**src/rtl/dmem_access_unit.sv**
```systemverilog
// Byte-addressed load/store front end for the RAMHelper 64-bit data port.
// Define DMEM_MISALIGN_SPLIT_EN to split word-crossing accesses into two beats; otherwise they are rejected.
module dmem_access_unit #(
    parameter logic [63:0] BASE_ADDR = 64'h8000_0000
) (
    input  logic        clk,
    input  logic        rst_n,
    input  logic        req_valid,
    output logic        req_ready,
    input  logic        req_wen,
    input  logic [63:0] req_addr,
    input  logic [1:0]  req_size,
    input  logic        req_signed,
    input  logic [63:0] req_wdata,
    output logic        resp_valid,
    input  logic        resp_ready,
    output logic [63:0] resp_rdata,
    output logic        resp_err,
    output logic        ram_ren,
    output logic [63:0] ram_rIdx,
    input  logic [63:0] ram_rdata,
    output logic [63:0] ram_wIdx,
    output logic [63:0] ram_wdata,
    output logic [63:0] ram_wmask,
    output logic        ram_wen
);

    localparam int unsigned XLEN = 64;
`ifdef DMEM_MISALIGN_SPLIT_EN
    localparam bit SPLIT_EN = 1'b1;
`else
    localparam bit SPLIT_EN = 1'b0;
`endif

    typedef enum logic [1:0] {IDLE, BEAT0, BEAT1, RESP} state_e;

    state_e            state_q, state_d;
    logic              wen_q, wen_d;
    logic [1:0]        size_q, size_d;
    logic              sgn_q, sgn_d;
    logic [2:0]        off_q, off_d;
    logic [XLEN-1:0]   idx_q, idx_d;
    logic              split_q, split_d;
    logic [XLEN-1:0]   wdata1_q, wdata1_d;
    logic [7:0]        be1_q, be1_d;
    logic [XLEN-1:0]   word0_q, word0_d;
    logic              req_ready_q, req_ready_d;
    logic              resp_valid_q, resp_valid_d;
    logic [XLEN-1:0]   resp_rdata_q, resp_rdata_d;
    logic              resp_err_q, resp_err_d;
    logic              ram_ren_q, ram_ren_d;
    logic              ram_wen_q, ram_wen_d;
    logic [XLEN-1:0]   ram_ridx_q, ram_ridx_d;
    logic [XLEN-1:0]   ram_widx_q, ram_widx_d;
    logic [XLEN-1:0]   ram_wdata_q, ram_wdata_d;
    logic [XLEN-1:0]   ram_wmask_q, ram_wmask_d;

    // Incoming request decode: word index, byte offset, boundary crossing.
    logic [XLEN-1:0]   in_rel;
    logic [2:0]        in_off;
    logic [XLEN-1:0]   in_idx;
    logic [3:0]        in_nbytes;
    logic              in_split;
    logic              in_below;
    logic [15:0]       in_be;
    logic [2*XLEN-1:0] in_wide;

    always_comb begin
        in_rel    = req_addr - BASE_ADDR;
        in_off    = in_rel[2:0];
        in_idx    = XLEN'(in_rel[XLEN-1:3]);
        in_nbytes = 4'd1 << req_size;
        in_split  = (4'(in_off) + in_nbytes) > 4'd8;
        in_below  = req_addr < BASE_ADDR;
        in_be     = ((16'd1 << in_nbytes) - 16'd1) << in_off;
        in_wide   = {64'd0, req_wdata} << {in_off, 3'b000};
    end

    function automatic logic [XLEN-1:0] byte_mask(input logic [7:0] be);
        logic [XLEN-1:0] m;
        for (int i = 0; i < 8; i++) m[8*i +: 8] = {8{be[i]}};
        return m;
    endfunction

    // Align the (possibly two-word) read data, then truncate and extend.
    function automatic logic [XLEN-1:0] load_extend(input logic [XLEN-1:0] w0, input logic [XLEN-1:0] w1,
                                                    input logic [2:0] off, input logic [1:0] size,
                                                    input logic sgn);
        logic [XLEN-1:0] v;
        v = XLEN'({w1, w0} >> {off, 3'b000});
        case (size)
            2'd0:    return sgn ? {{56{v[7]}}, v[7:0]}   : {56'd0, v[7:0]};
            2'd1:    return sgn ? {{48{v[15]}}, v[15:0]} : {48'd0, v[15:0]};
            2'd2:    return sgn ? {{32{v[31]}}, v[31:0]} : {32'd0, v[31:0]};
            default: return v;
        endcase
    endfunction

    always_comb begin
        state_d      = state_q;
        wen_d        = wen_q;
        size_d       = size_q;
        sgn_d        = sgn_q;
        off_d        = off_q;
        idx_d        = idx_q;
        split_d      = split_q;
        wdata1_d     = wdata1_q;
        be1_d        = be1_q;
        word0_d      = word0_q;
        req_ready_d  = req_ready_q;
        resp_valid_d = resp_valid_q;
        resp_rdata_d = resp_rdata_q;
        resp_err_d   = resp_err_q;
        ram_ren_d    = 1'b0;
        ram_wen_d    = 1'b0;
        ram_ridx_d   = '0;
        ram_widx_d   = '0;
        ram_wdata_d  = '0;
        ram_wmask_d  = '0;

        case (state_q)
            IDLE: begin
                if (req_valid) begin
                    wen_d       = req_wen;
                    size_d      = req_size;
                    sgn_d       = req_signed;
                    off_d       = in_off;
                    idx_d       = in_idx;
                    split_d     = in_split;
                    wdata1_d    = in_wide[2*XLEN-1:XLEN];
                    be1_d       = in_be[15:8];
                    req_ready_d = 1'b0;
                    if (in_below || (in_split && !SPLIT_EN)) begin
                        state_d      = RESP;
                        resp_valid_d = 1'b1;
                        resp_err_d   = 1'b1;
                        resp_rdata_d = '0;
                    end else begin
                        state_d = BEAT0;
                        if (req_wen) begin
                            ram_wen_d   = 1'b1;
                            ram_widx_d  = in_idx;
                            ram_wdata_d = in_wide[XLEN-1:0];
                            ram_wmask_d = byte_mask(in_be[7:0]);
                        end else begin
                            ram_ren_d  = 1'b1;
                            ram_ridx_d = in_idx;
                        end
                    end
                end
            end
            BEAT0: begin
                if (!wen_q) word0_d = ram_rdata;
                if (split_q) begin
                    state_d = BEAT1;
                    if (wen_q) begin
                        ram_wen_d   = 1'b1;
                        ram_widx_d  = idx_q + 64'd1;
                        ram_wdata_d = wdata1_q;
                        ram_wmask_d = byte_mask(be1_q);
                    end else begin
                        ram_ren_d  = 1'b1;
                        ram_ridx_d = idx_q + 64'd1;
                    end
                end else begin
                    state_d      = RESP;
                    resp_valid_d = 1'b1;
                    resp_err_d   = 1'b0;
                    resp_rdata_d = wen_q ? '0 : load_extend(ram_rdata, '0, off_q, size_q, sgn_q);
                end
            end
            BEAT1: begin
                state_d      = RESP;
                resp_valid_d = 1'b1;
                resp_err_d   = 1'b0;
                resp_rdata_d = wen_q ? '0 : load_extend(word0_q, ram_rdata, off_q, size_q, sgn_q);
            end
            RESP: begin
                if (resp_ready) begin
                    state_d      = IDLE;
                    resp_valid_d = 1'b0;
                    resp_rdata_d = '0;
                    resp_err_d   = 1'b0;
                    req_ready_d  = 1'b1;
                end
            end
            default: state_d = IDLE;
        endcase
    end

    always_ff @(posedge clk) begin
        if (!rst_n) begin
            state_q      <= IDLE;
            wen_q        <= 1'b0;
            size_q       <= '0;
            sgn_q        <= 1'b0;
            off_q        <= '0;
            idx_q        <= '0;
            split_q      <= 1'b0;
            wdata1_q     <= '0;
            be1_q        <= '0;
            word0_q      <= '0;
            req_ready_q  <= 1'b1;
            resp_valid_q <= 1'b0;
            resp_rdata_q <= '0;
            resp_err_q   <= 1'b0;
            ram_ren_q    <= 1'b0;
            ram_wen_q    <= 1'b0;
            ram_ridx_q   <= '0;
            ram_widx_q   <= '0;
            ram_wdata_q  <= '0;
            ram_wmask_q  <= '0;
        end else begin
            state_q      <= state_d;
            wen_q        <= wen_d;
            size_q       <= size_d;
            sgn_q        <= sgn_d;
            off_q        <= off_d;
            idx_q        <= idx_d;
            split_q      <= split_d;
            wdata1_q     <= wdata1_d;
            be1_q        <= be1_d;
            word0_q      <= word0_d;
            req_ready_q  <= req_ready_d;
            resp_valid_q <= resp_valid_d;
            resp_rdata_q <= resp_rdata_d;
            resp_err_q   <= resp_err_d;
            ram_ren_q    <= ram_ren_d;
            ram_wen_q    <= ram_wen_d;
            ram_ridx_q   <= ram_ridx_d;
            ram_widx_q   <= ram_widx_d;
            ram_wdata_q  <= ram_wdata_d;
            ram_wmask_q  <= ram_wmask_d;
        end
    end

    // Enables are masked by rst_n so a reset landing mid-beat never commits a write.
    assign ram_ren    = ram_ren_q & rst_n;
    assign ram_wen    = ram_wen_q & rst_n;
    assign ram_rIdx   = ram_ridx_q;
    assign ram_wIdx   = ram_widx_q;
    assign ram_wdata  = ram_wdata_q;
    assign ram_wmask  = ram_wmask_q;
    assign req_ready  = req_ready_q;
    assign resp_valid = resp_valid_q;
    assign resp_rdata = resp_rdata_q;
    assign resp_err   = resp_err_q;

endmodule

```
**config.mk**
```make
export PLATFORM = sky130hd
export DESIGN_NAME = dmem_access_unit
export DESIGN_NICKNAME = d
export VERILOG_FILES = /design/src/rtl/dmem_access_unit.sv
export SDC_FILE = /design/constraint.sdc
export NUM_CORES = 1
export LEC_CHECK = 0
export ABC_CLOCK_PERIOD_IN_PS = 9000
export BUFFER_PORTS_ARGS = -buffer_cell sky130_fd_sc_hd__buf_2
export CAP_MARGIN = 5
export CORE_MARGIN = 2
export CORE_UTILIZATION = 59
export CTS_CLUSTER_SIZE = 20
export DETAILED_ROUTE_END_ITERATION = 8
export PLACE_DENSITY = 0.89
export SKIP_LAST_GASP = 1
export SLEW_MARGIN = 5
export SYNTH_ARGS = -nofsm -noshare
export SYNTH_HDL_FRONTEND = slang
export SYNTH_SLANG_ARGS = --single-unit
```
**constraint.sdc**
```tcl
create_clock -name clk -period 9 [get_ports clk]
set_input_delay 2.7 -clock clk [delete_from_list [all_inputs] [get_ports clk]]
set_output_delay 2.7 -clock clk [all_outputs]
set_load 0.005 [all_outputs]
```
Yosys cells after proc, flatten, opt, wreduce, memory -nomap -nowiden
Index checks and enable logic that the tools add are counted.
- word-level logic and storage cells: 119
- register bits after elaboration: 532
- output and inout port bits: 325
- input port bits: 200
- equality and inequality tests: 9
- bitwise gates (word level): 3
- reduce and logical (&&, ||, !) cells: 9
- shifts and indexed selects: 6
- muxes and demuxes: 66
- order comparisons: 2
- $add $sub $neg: 4
- operator list (operator ; number):
    64-bit 2-to-1 mux ; 22
    64-bit case mux with 3 select lines ; 2
    61-bit 2-to-1 mux ; 6
    64-bit case mux with 2 select lines ; 2
    64-bit case mux with 4 select lines ; 1
    62-bit 2-to-1 mux ; 4
    62-bit case mux with 2 select lines ; 2
    64-bit by 6-bit << shifter with 128-bit output ; 1
    128-bit by 6-bit >> shifter with 64-bit output ; 1
    64-bit by 32-bit < comparator with 1-bit output, second input constant ; 1
    64-bit by 6-bit >> shifter with 64-bit output ; 1
    64-bit by 32-bit subtractor with 64-bit output, second input constant ; 1
    61-bit by 1-bit adder with 62-bit output, second input constant ; 1
    1-bit 2-to-1 mux ; 18
    1-bit by 4-bit << shifter with 16-bit output, first input constant ; 1
    16-bit by 3-bit << shifter with 16-bit output ; 1
    16-bit by 1-bit subtractor with 16-bit output, second input constant ; 1
    2-bit != test, second input constant ; 4
    1-bit case mux with 4 select lines ; 2
    2-bit case mux with 4 select lines ; 1
    2-bit equality test, second input constant ; 3
    2-bit 2-to-1 mux ; 3
    1-bit case mux with 2 select lines ; 3
    2-bit AND reduction ; 3
    11 further kinds ; 14

Longest topological paths before layout
Gate-level depths: netlist of run 1.
- word-level depth: 8
- mapped depth: 13
- gate-level depth less buffers: 10

Least setup slack after synthesis of run 1
No wires, ideal clock.
- path type: input port to flip-flop
- from: in req_addr[1]
- to: reg ram_ridx_q[54], in the netlist ram_rIdx[54]
- stages: 13
- slack: 3.049 ns
- path buffers: 5
- arrival: 5.876 ns
- library setup time: 0.075 ns
- data required time: 8.925 ns
- cells stage by stage: clkbuf_1 -> clkbuf_1 -> buf_1 -> xnor2_1 -> ha_1 -> or3_1 -> a211oi_1 -> nor2_1 -> or4_1 -> or2_2 -> clkbuf_1 -> buf_2 -> o22ai_1
- cells in the longest elaborated chain, start to end: 7
- elaborated cells between the ends (all ways): 9
- classes of those cells: add/sub: 2; order compare: 2; mux: 4; reduce/logical: 1
- RTL lines (what ; line ; text):
    start: declaration ; 11 ; input logic [63:0] req_addr,
    64-bit by 32-bit subtractor with 64-bit output ; 69 ; in_rel = req_addr - BASE_ADDR;
    3-bit by 4-bit adder with 4-bit output ; 73 ; in_split = (4'(in_off) + in_nbytes) > 4'd8;
    4-bit greater-than comparator ; 73 ;
    1-bit logical OR ; 133 ; if (in_below || (in_split && !SPLIT_EN)) begin
    61-bit 2-to-1 mux (*) ; 133 ;
    61-bit 2-to-1 mux (*) ; 123 ; if (req_valid) begin
    62-bit case mux with 2 select lines (*) ; 121 ; case (state_q)
    end signal: assignment ; 230 ; ram_ridx_q <= ram_ridx_d;
    end: declaration ; 53 ; logic [XLEN-1:0] ram_ridx_q, ram_ridx_d;
Every way passes the cells marked *; elsewhere a longest branch is shown, timed or not.
A chain may end at the register's enable or synchronous reset.

Worst setup path after layout of run 1
- from: in rst_n
- to: out ram_wen
- cells in the longest elaborated chain, start to end: 1
- RTL lines (what ; line ; text):
    start: declaration ; 7 ; input logic rst_n,
    1-bit AND ; 239 ; assign ram_wen = ram_wen_q & rst_n;
    end: declaration ; 25 ; output logic ram_wen
No other way between the ends.

==> results.txt, run 1 <==
----------------------------------------------------
[Status]
  Run status ... complete, no violations

[Pwr]
  Ratio of total power to cell area ... 240 mW/mm^2
  Pint ... about 4.2 mW
  Post-layout power ... approximately 6.6 mW
  Logic gate share of total power ... 0.299
  Power share of the clock group ... 0.323
  Switching share of total power ... 0.362
  Switching pwr ... between 2 and 2.5 mW
  Share of power burned in registers ... 0.378
  Static leakage ... 11.5 nW
  Maximum resistive drop on vdd ... 169 uV

[Global routing]
  Vias in the first global route ... 21900
  Number of antenna violations at the first check in global routing ... 13
  Pin count of the biggest net entering global routing ... between 100 and 150
  Global-route wire length before repair ... 129000 um
  Final global-route overflow total ... 0
  Overall track demand over capacity in global routing ... 0.399

[Route]
  Routed Wire Length ... 85800 um
  Drt pass-1 iters ... 7
  Number of nets with antenna violations after routing ... 0
  Via/cell ratio ... 6.55
  Total via count in the routed design ... 23600
  DRC violations left ... 0
  Initial DRC count ... 2688
  Routed len/inst ... 23.8 um

[Die]
  Area of the die ... a little over 0.04 sq mm
  Overall die height ... 203 um
  Initial core utilization ... 0.602
  Std-Cell Core Area ... slightly below 0.04 sq mm
  Count of boundary I/O pins ... 525
  Die Width ... ~200 um
  Number of rows in the core area ... 72

[Synth]
  Synthesized flop and latch total ... ~460
  Netlist area before placement ... 0.0234 sq mm
  Async set-reset flop share out of synthesis ... 0
  Library cells used by synthesis ... 68
  Top cell type's share of synthesized area ... 0.397
  Number of enable flip-flop cells after synthesis ... 0
  Sequential area share after synthesis ... 0.397
  Mean cell area of the mapped netlist ... 8.61 sq um
  Leading area contributor after synthesis ... dfxtp_1
  Biggest area contributors in the synthesized netlist ... dfxtp_1 (40%), mux2i_1 (8.4%), nand2_1 (6.7%)
  Syn. warnings ... 0
  Synth Instances ... roughly 2700
  Most used DFF post-synth ... dfxtp_1

[Place]
  Buffers added on ports ... 520
  Final weighted congestion of routability-driven global placement ... 1.02
  Half-perimeter wire length of the detailed placement result ... 60000 um

[Final layout]
  Highest-count cells in the layout ignoring fill and taps ... buf_2 (520), dfxtp_1 (461), nand2_1 (418)
  Area Overhead vs Synth ... 16.7%
  Fraction of final layout cells sized beyond drive strength 1 ... 0.250
  Number of nets in the layout ... approximately 3200
  Most common cell after layout, fill and taps aside ... buf_2

[Timing]
  Maximum clock frequency ... 0.165 GHz
  Final setup fails ... 0
  Setup_tns ... 0 ns
  Final min period ... 6.06 ns
  Crit share post-route ... 0.673
  Clock Skews ... roughly 0.024 ns
  Measured slew at the worst slew-check pin ... roughly 1.2 ns
  Max-slew violation count ... 0
  Normalized max-slew margin ... 0.190
  Hold Vio Cnt, Final ... 0
  Setup repair after global routing missed its margin ... false

[Setup path]
  Crit path cell chain ... buf_2 -> and2_1 -> buf_2
  Kind of end point of the critical path ... primary output
  Reg2Reg Capture Point ... resp_rdata[63]
  Depth of the most critical reg-to-reg path ... 7
  Worst Path Arrival ... 3.36 ns
  WS Path Type ... in -> out
  Startpoint Class ... primary input
  Worst reg2reg setup slack ... approximately 4.6 ns
  Largest stage delay, worst path ... 0.32 ns
  Crit path top cell by count ... buf_2
  Highest net fanout along the worst path ... 10
  Required time at the endpoint of the critical path ... 6.30 ns
  Slowest cell on the critical path ... buf_2
  Worst reg2reg startpoint ... off_q[0]

[Worst hold path]
  Hold Startpoint ... resp_rdata[5]
  Endpoint with the worst hold slack ... resp_rdata[5]
  Worst min-delay path class ... reg -> reg
  Hold path depth ... 2

[Clocking]
  Clk sink count ... 464
  Max H-tree Level ... 2
  Post-CTS setup buffers ... 0
  Clock transition at the registers of the reported paths ... around 0.060 ns
  TritonCTS Buffers ... 48
  Insertion delay to the later sink of the worst-skew pair ... 0.61 ns
  Clock root buffer ... clkbuf_16
  Number of buffers inserted by hold repair at cts ... 0
  CTS tree ... done
  Longest Clk Path Bufs ... 3
  Cts repair resizes ... 0

[Run]
  Count of maximum capacitance violations ... 0

----------------------------------------------------
## worst max-delay path by stage
stage / start / endpoint / slack (ns)
after floorplan: req_addr[1] / ram_rIdx[54] / 3.05
after global placement: req_addr[37] / resp_rdata[47] / 2.62
after detailed placement: req_addr[37] / resp_rdata[47] / 2.42
after CTS: rst_n / ram_wen / 3.01
after global routing: req_addr[37] / resp_rdata[47] / 2.82
final: rst_n / ram_wen / 2.94
## metrics by stage
| step | utilization | setup slack (ns) | hold WS [ns] | instance area [sq um] | std cells |
|---|---|---|---|---|---|
| 6_report | 0.703 | 2.94 | 0.461 | 27300 | 3608 |
| 5_1_grt | 0.702 | 2.82 | 0.473 | 27300 | 3603 |
| 4_1_cts | 0.702 | 3.01 | 0.462 | 27300 | 3596 |
| 3_5_place_dp | 0.659 | 2.42 | 0.451 | 25600 | 3507 |
| 3_3_place_gp | 0.659 | 2.62 | 0.438 | 25600 | 3507 |
| 2_1_floorplan | - | 3.05 | 0.417 | 23400 | 2723 |
## metal layers
layer | part of all wire | up-vias | track usage
met1 | 0.36 | 11100 | 0.474
met2 | 0.47 | 1675 | 0.654
met4 | 0.074 | 6 | 0.257
li1 | - | 10400 | -
met5 | 0.00045 | - | 0
met3 | 0.10 | 369 | 0.0855
## cells in the mapped netlist (12+ instances only)
cell type    n
a211oi_1    32
a21oi_1    235
a221oi_1    12
a22o_1      72
a22oi_1     48
and3_1      14
and4_1      17
buf_1       37
buf_2       17
buf_4       61
clkbuf_1   166
dfxtp_1    464
inv_1       19
mux2_2      69
mux2i_1    196
mux4_2      33
nand2_1    420
nand2b_1    12
nand3_1     43
nand4_1     14
nor2_1     197
nor2b_1     14
nor3_1      26
nor4_1      13
o2111ai_1   16
o21ai_0     89
o22ai_1    162
o2bb2ai_1   14
or3_1       13
xnor2_1     33
xor2_1      55
## power groups by stage
stage / clock [mW] / combinational (mW) / sequential (mW)
CTS: 2.12 / 1.90 / 2.47
finish: 2.12 / 1.96 / 2.48
global placement: 0 / 1.83 / 2.49
floorplan: 0 / 1.36 / 2.44
global route: 2.22 / 2.09 / 2.50
detailed placement: 0 / 1.88 / 2.51
## worst max-delay path, delay by kind of cell
family | cells | cell delay (ns)
AND/OR/NAND/NOR | 1 | 0.18
buffers and inverters | 2 | 0.45
## sequential cells by signal, indices dropped and copies added, names as in the netlist, 2 cells and up
register	cells
ram_wdata	64
resp_rdata	64
word0_q	64
ram_rIdx	62
ram_wIdx	62
idx_q	61
wdata1_q	56
be1_q	8
ram_wmask	8
off_q	3
size_q	2
state_q	2
## kinds of logic (layout without fill, tap and decap cells)
logic type | Yosys count | in the layout | synth area share
and+or+nand+nor | 823 | 823 | 0.156
AOI/OAI and AO/OA | 733 | 733 | 0.201
DFF | 464 | 464 | 0.397
buffers and inverters | 304 | 659 | 0.0601
muxes | 298 | 298 | 0.149
xor gates and xnor gates | 88 | 88 | 0.0329
adders and majority gates | 9 | 9 | 0.00481
other | 1 | 16 | 0.000160
## area by class of cell
type / count / area [sq um]
multi-input cells: 1955 / 12800
flip-flops and latches: 464 / 9300
diodes: 12 / 30.0
repair buffers: 550 / 2830
well taps: 518 / 648
fillers: 3047 / 11600
clock buffers: 63 / 1350
clock inverters: 26 / 324
inverters: 20 / 80.1
(Power assumes the default switching activity.)
==> run 2, diff against run 1 <==
ABC_CLOCK_PERIOD_IN_PS = 5350   (was 9000)
CORE_UTILIZATION = 50   (was 59)
PLACE_DENSITY = 0.81   (was 0.89)
clock period = 5.35 ns   (was 9 ns; I/O delays follow)
==> run 2 against run 1 <==
Net effect: design area increased by 0.79%; critical path depth increased by 7; non-clock buffer count increased by 14; die area increased by 18%; final cell count increased by 3.1%; first-iteration DRC count increased by 1.5%.
==> results.txt, run 2 (same netlist as run 1, synthesis figures left out) <==
----------------------------------------------------
[Status]
  Run status ... complete, no violations

[Run]
  Count of maximum capacitance violations ... 0 (unchanged)

[Timing]
  Final setup fails ... 0 (unchanged)
  Clock Skews ... 0.0411 ns (+0.0166 ns)
  Maximum clock frequency ... 0.234 GHz
  Final hold slack ... 0.458 ns (-0.00234 ns)
  Crit share post-route ... 0.798
  Measured slew at the worst slew-check pin ... 1.15 ns (-0.0630 ns)
  Max-slew violation count ... 0 (unchanged)
  Final min period ... 4.27 ns
  Setup repair after global routing missed its margin ... false
  Normalized max-slew margin ... 0.235 (+0.0450)
  Hold Vio Cnt, Final ... 0 (unchanged)
  Min setup slack post-route ... 1.08 ns (-1.86 ns)
  Setup_tns ... 0 ns (unchanged)

[Global routing]
  Most Used Layer, Global Route ... met2
  Pin count of the biggest net entering global routing ... 184 (+44%)
  Overall track demand over capacity in global routing ... 0.332 (-0.0663)
  Vias in the first global route ... 20900 (-4.5%)
  Number of antenna violations at the first check in global routing ... 25 (+12)
  Routing usage on met3 ... 0.0603 (-0.0251)
  Global-route wire length before repair ... 124000 um (-3.5%)
  Final global-route overflow total ... 0 (unchanged)
  Fraction of met2 tracks used by global routing ... 0.534 (-0.121)
  Grt met1 use ... 0.404 (-0.0704)

[Final layout]
  Post-route cell area ... 0.0276 sq mm (+0.79%)
  Filler Cell Count ... 4105 (+35%)
  Area of the multi-input gates ... 0.0128 sq mm (about the same)
  Fraction of the core area covered by cells at the end of the flow ... 0.594 (-0.108)
  Highest-count cells in the layout ignoring fill and taps ... buf_2 (520), dfxtp_1 (461), nand2_1 (418)
  Fraction of final layout cells sized beyond drive strength 1 ... 0.254 (+0.00315)
  Most common cell after layout, fill and taps aside ... buf_2
  Post-route insts no fill ... 3721 (+3.1%)
  Number of nets in the layout ... 3262 (+0.43%)
  Area Overhead vs Synth ... 17.6%
  Area taken by flip-flops and latches ... 0.00930 sq mm (unchanged)

[Place]
  Buffers added on ports ... 520 (unchanged)
  Cell Count Post-Placement ... 3610 (+2.9%)
  Pre-CTS worst setup slack ... 0.525 ns (-1.89 ns)
  Standard cell area after detailed placement ... 0.0259 sq mm (+0.89%)
  Half-perimeter wire length of the detailed placement result ... 60300 um (+0.42%)
  Final weighted congestion of routability-driven global placement ... 1.01 (-1.0%)

[Setup path]
  Worst setup path startpoint ... req_size[1]
  Largest stage delay, worst path ... 0.68 ns (+0.36 ns)
  Kind of end point of the critical path ... flip-flop
  Slowest cell on the critical path ... or4_2
  Depth of the most critical reg-to-reg path ... 7 (unchanged)
  Highest net fanout along the worst path ... 16 (+6)
  Worst reg2reg startpoint ... off_q[0]
  Worst Path Arrival ... 4.76 ns (+1.40 ns)
  Required time at the endpoint of the critical path ... 5.84 ns (-0.46 ns)
  Startpoint Class ... primary input
  Crit path cell chain ... buf_2 -> inv_1 -> nor2_1 -> ha_1 -> or3_1 -> a211oi_1 -> nor2_1 -> or4_2 -> or2_2 -> o22ai_1
  Crit path top cell by count ... nor2_1
  WS Path Type ... in -> reg

[Pwr]
  Maximum resistive drop on vdd ... 306 uV (+81%)
  Static leakage ... 11.5 nW (+0.48%)
  Post-layout power ... 10.9 mW (+67%)
  Ratio of total power to cell area ... 397 mW/mm^2 (+66%)

[Route]
  DRC violations left ... 0 (unchanged)
  Initial DRC count ... 2728 (+1.5%)
  Drt pass-1 iters ... 8 (+1)
  Routed Wire Length ... 84900 um (-1.1%)
  Total via count in the routed design ... 23200 (-2.0%)
  Number of nets with antenna violations after routing ... 0 (unchanged)
  Routed len/inst ... 22.8 um (-4.1%)
  Via/cell ratio ... 6.22 (-5.0%)

[Worst hold path]
  Hold Startpoint ... resp_rdata[5]
  Hold path depth ... 2 (unchanged)
  Worst min-delay path class ... reg -> reg

[Die]
  Std-Cell Core Area ... 0.0464 sq mm (+19%)
  Die Width ... 220 um (+8.5%)
  Number of rows in the core area ... 79 (+9.7%)
  Count of boundary I/O pins ... 525 (unchanged)
  Initial core utilization ... 0.505 (-0.0966)
  Overall die height ... 220 um (+8.5%)
  Area of the die ... 0.0486 sq mm (+18%)

[Clocking]
  CTS tree ... done
  Insertion delay to the later sink of the worst-skew pair ... 0.62 ns (about the same)
  Cts repair resizes ... 0 (unchanged)
  Post-CTS setup buffers ... 0 (unchanged)
  Clock transition at the registers of the reported paths ... 0.06 ns (about the same)
  Clk sink count ... 464 (unchanged)
  Max H-tree Level ... 2 (unchanged)
  Number of buffers inserted by hold repair at cts ... 0 (unchanged)
  TritonCTS Buffers ... 48 (unchanged)
  Clock root buffer ... clkbuf_16
  Longest Clk Path Bufs ... 3 (unchanged)

----------------------------------------------------
[run 2: final timing paths]
kind / end / slack, ns
setup reg to reg: resp_rdata[19] / 1.49
setup / recovery: ram_rIdx[39] / 1.08
hold reg to reg: resp_rdata[5] / 0.46
hold / removal: resp_rdata[5] / 0.46
[run 2: critical path, delay by kind of cell]
family / cells / cell delay [ns]
simple gates: 5 / 1.85
compound gates: 2 / 0.66
buf+inv: 2 / 0.34
fa+ha+maj: 1 / 0.27
[run 2: per-layer routing]
layer / wire length, um / share of wire / up-vias
met5: 42 / 0.00049 / -
met4: 6410 / 0.076 / 6
met3: 8340 / 0.098 / 329
met2: 39000 / 0.46 / 1542
met1: 31200 / 0.37 / 10800
li1: - / - / 10500
[run 2: power by group]
part	internal (mW)	switching (mW)	leakage [nW]
sequential	3.82	0.354	3.77
combinational	1.16	2.15	6.94
clock	1.96	1.51	0.804
[run 2: cell type report]
cell class              count  share of cell area
multi-input cells        1955               0.464
flip-flops and latches    464               0.337
repair buffers            564               0.107
clock buffers              65              0.0495
well taps                 607              0.0276
clock inverters            23             0.00972
inverters                  20             0.00295
diodes                     23             0.00209
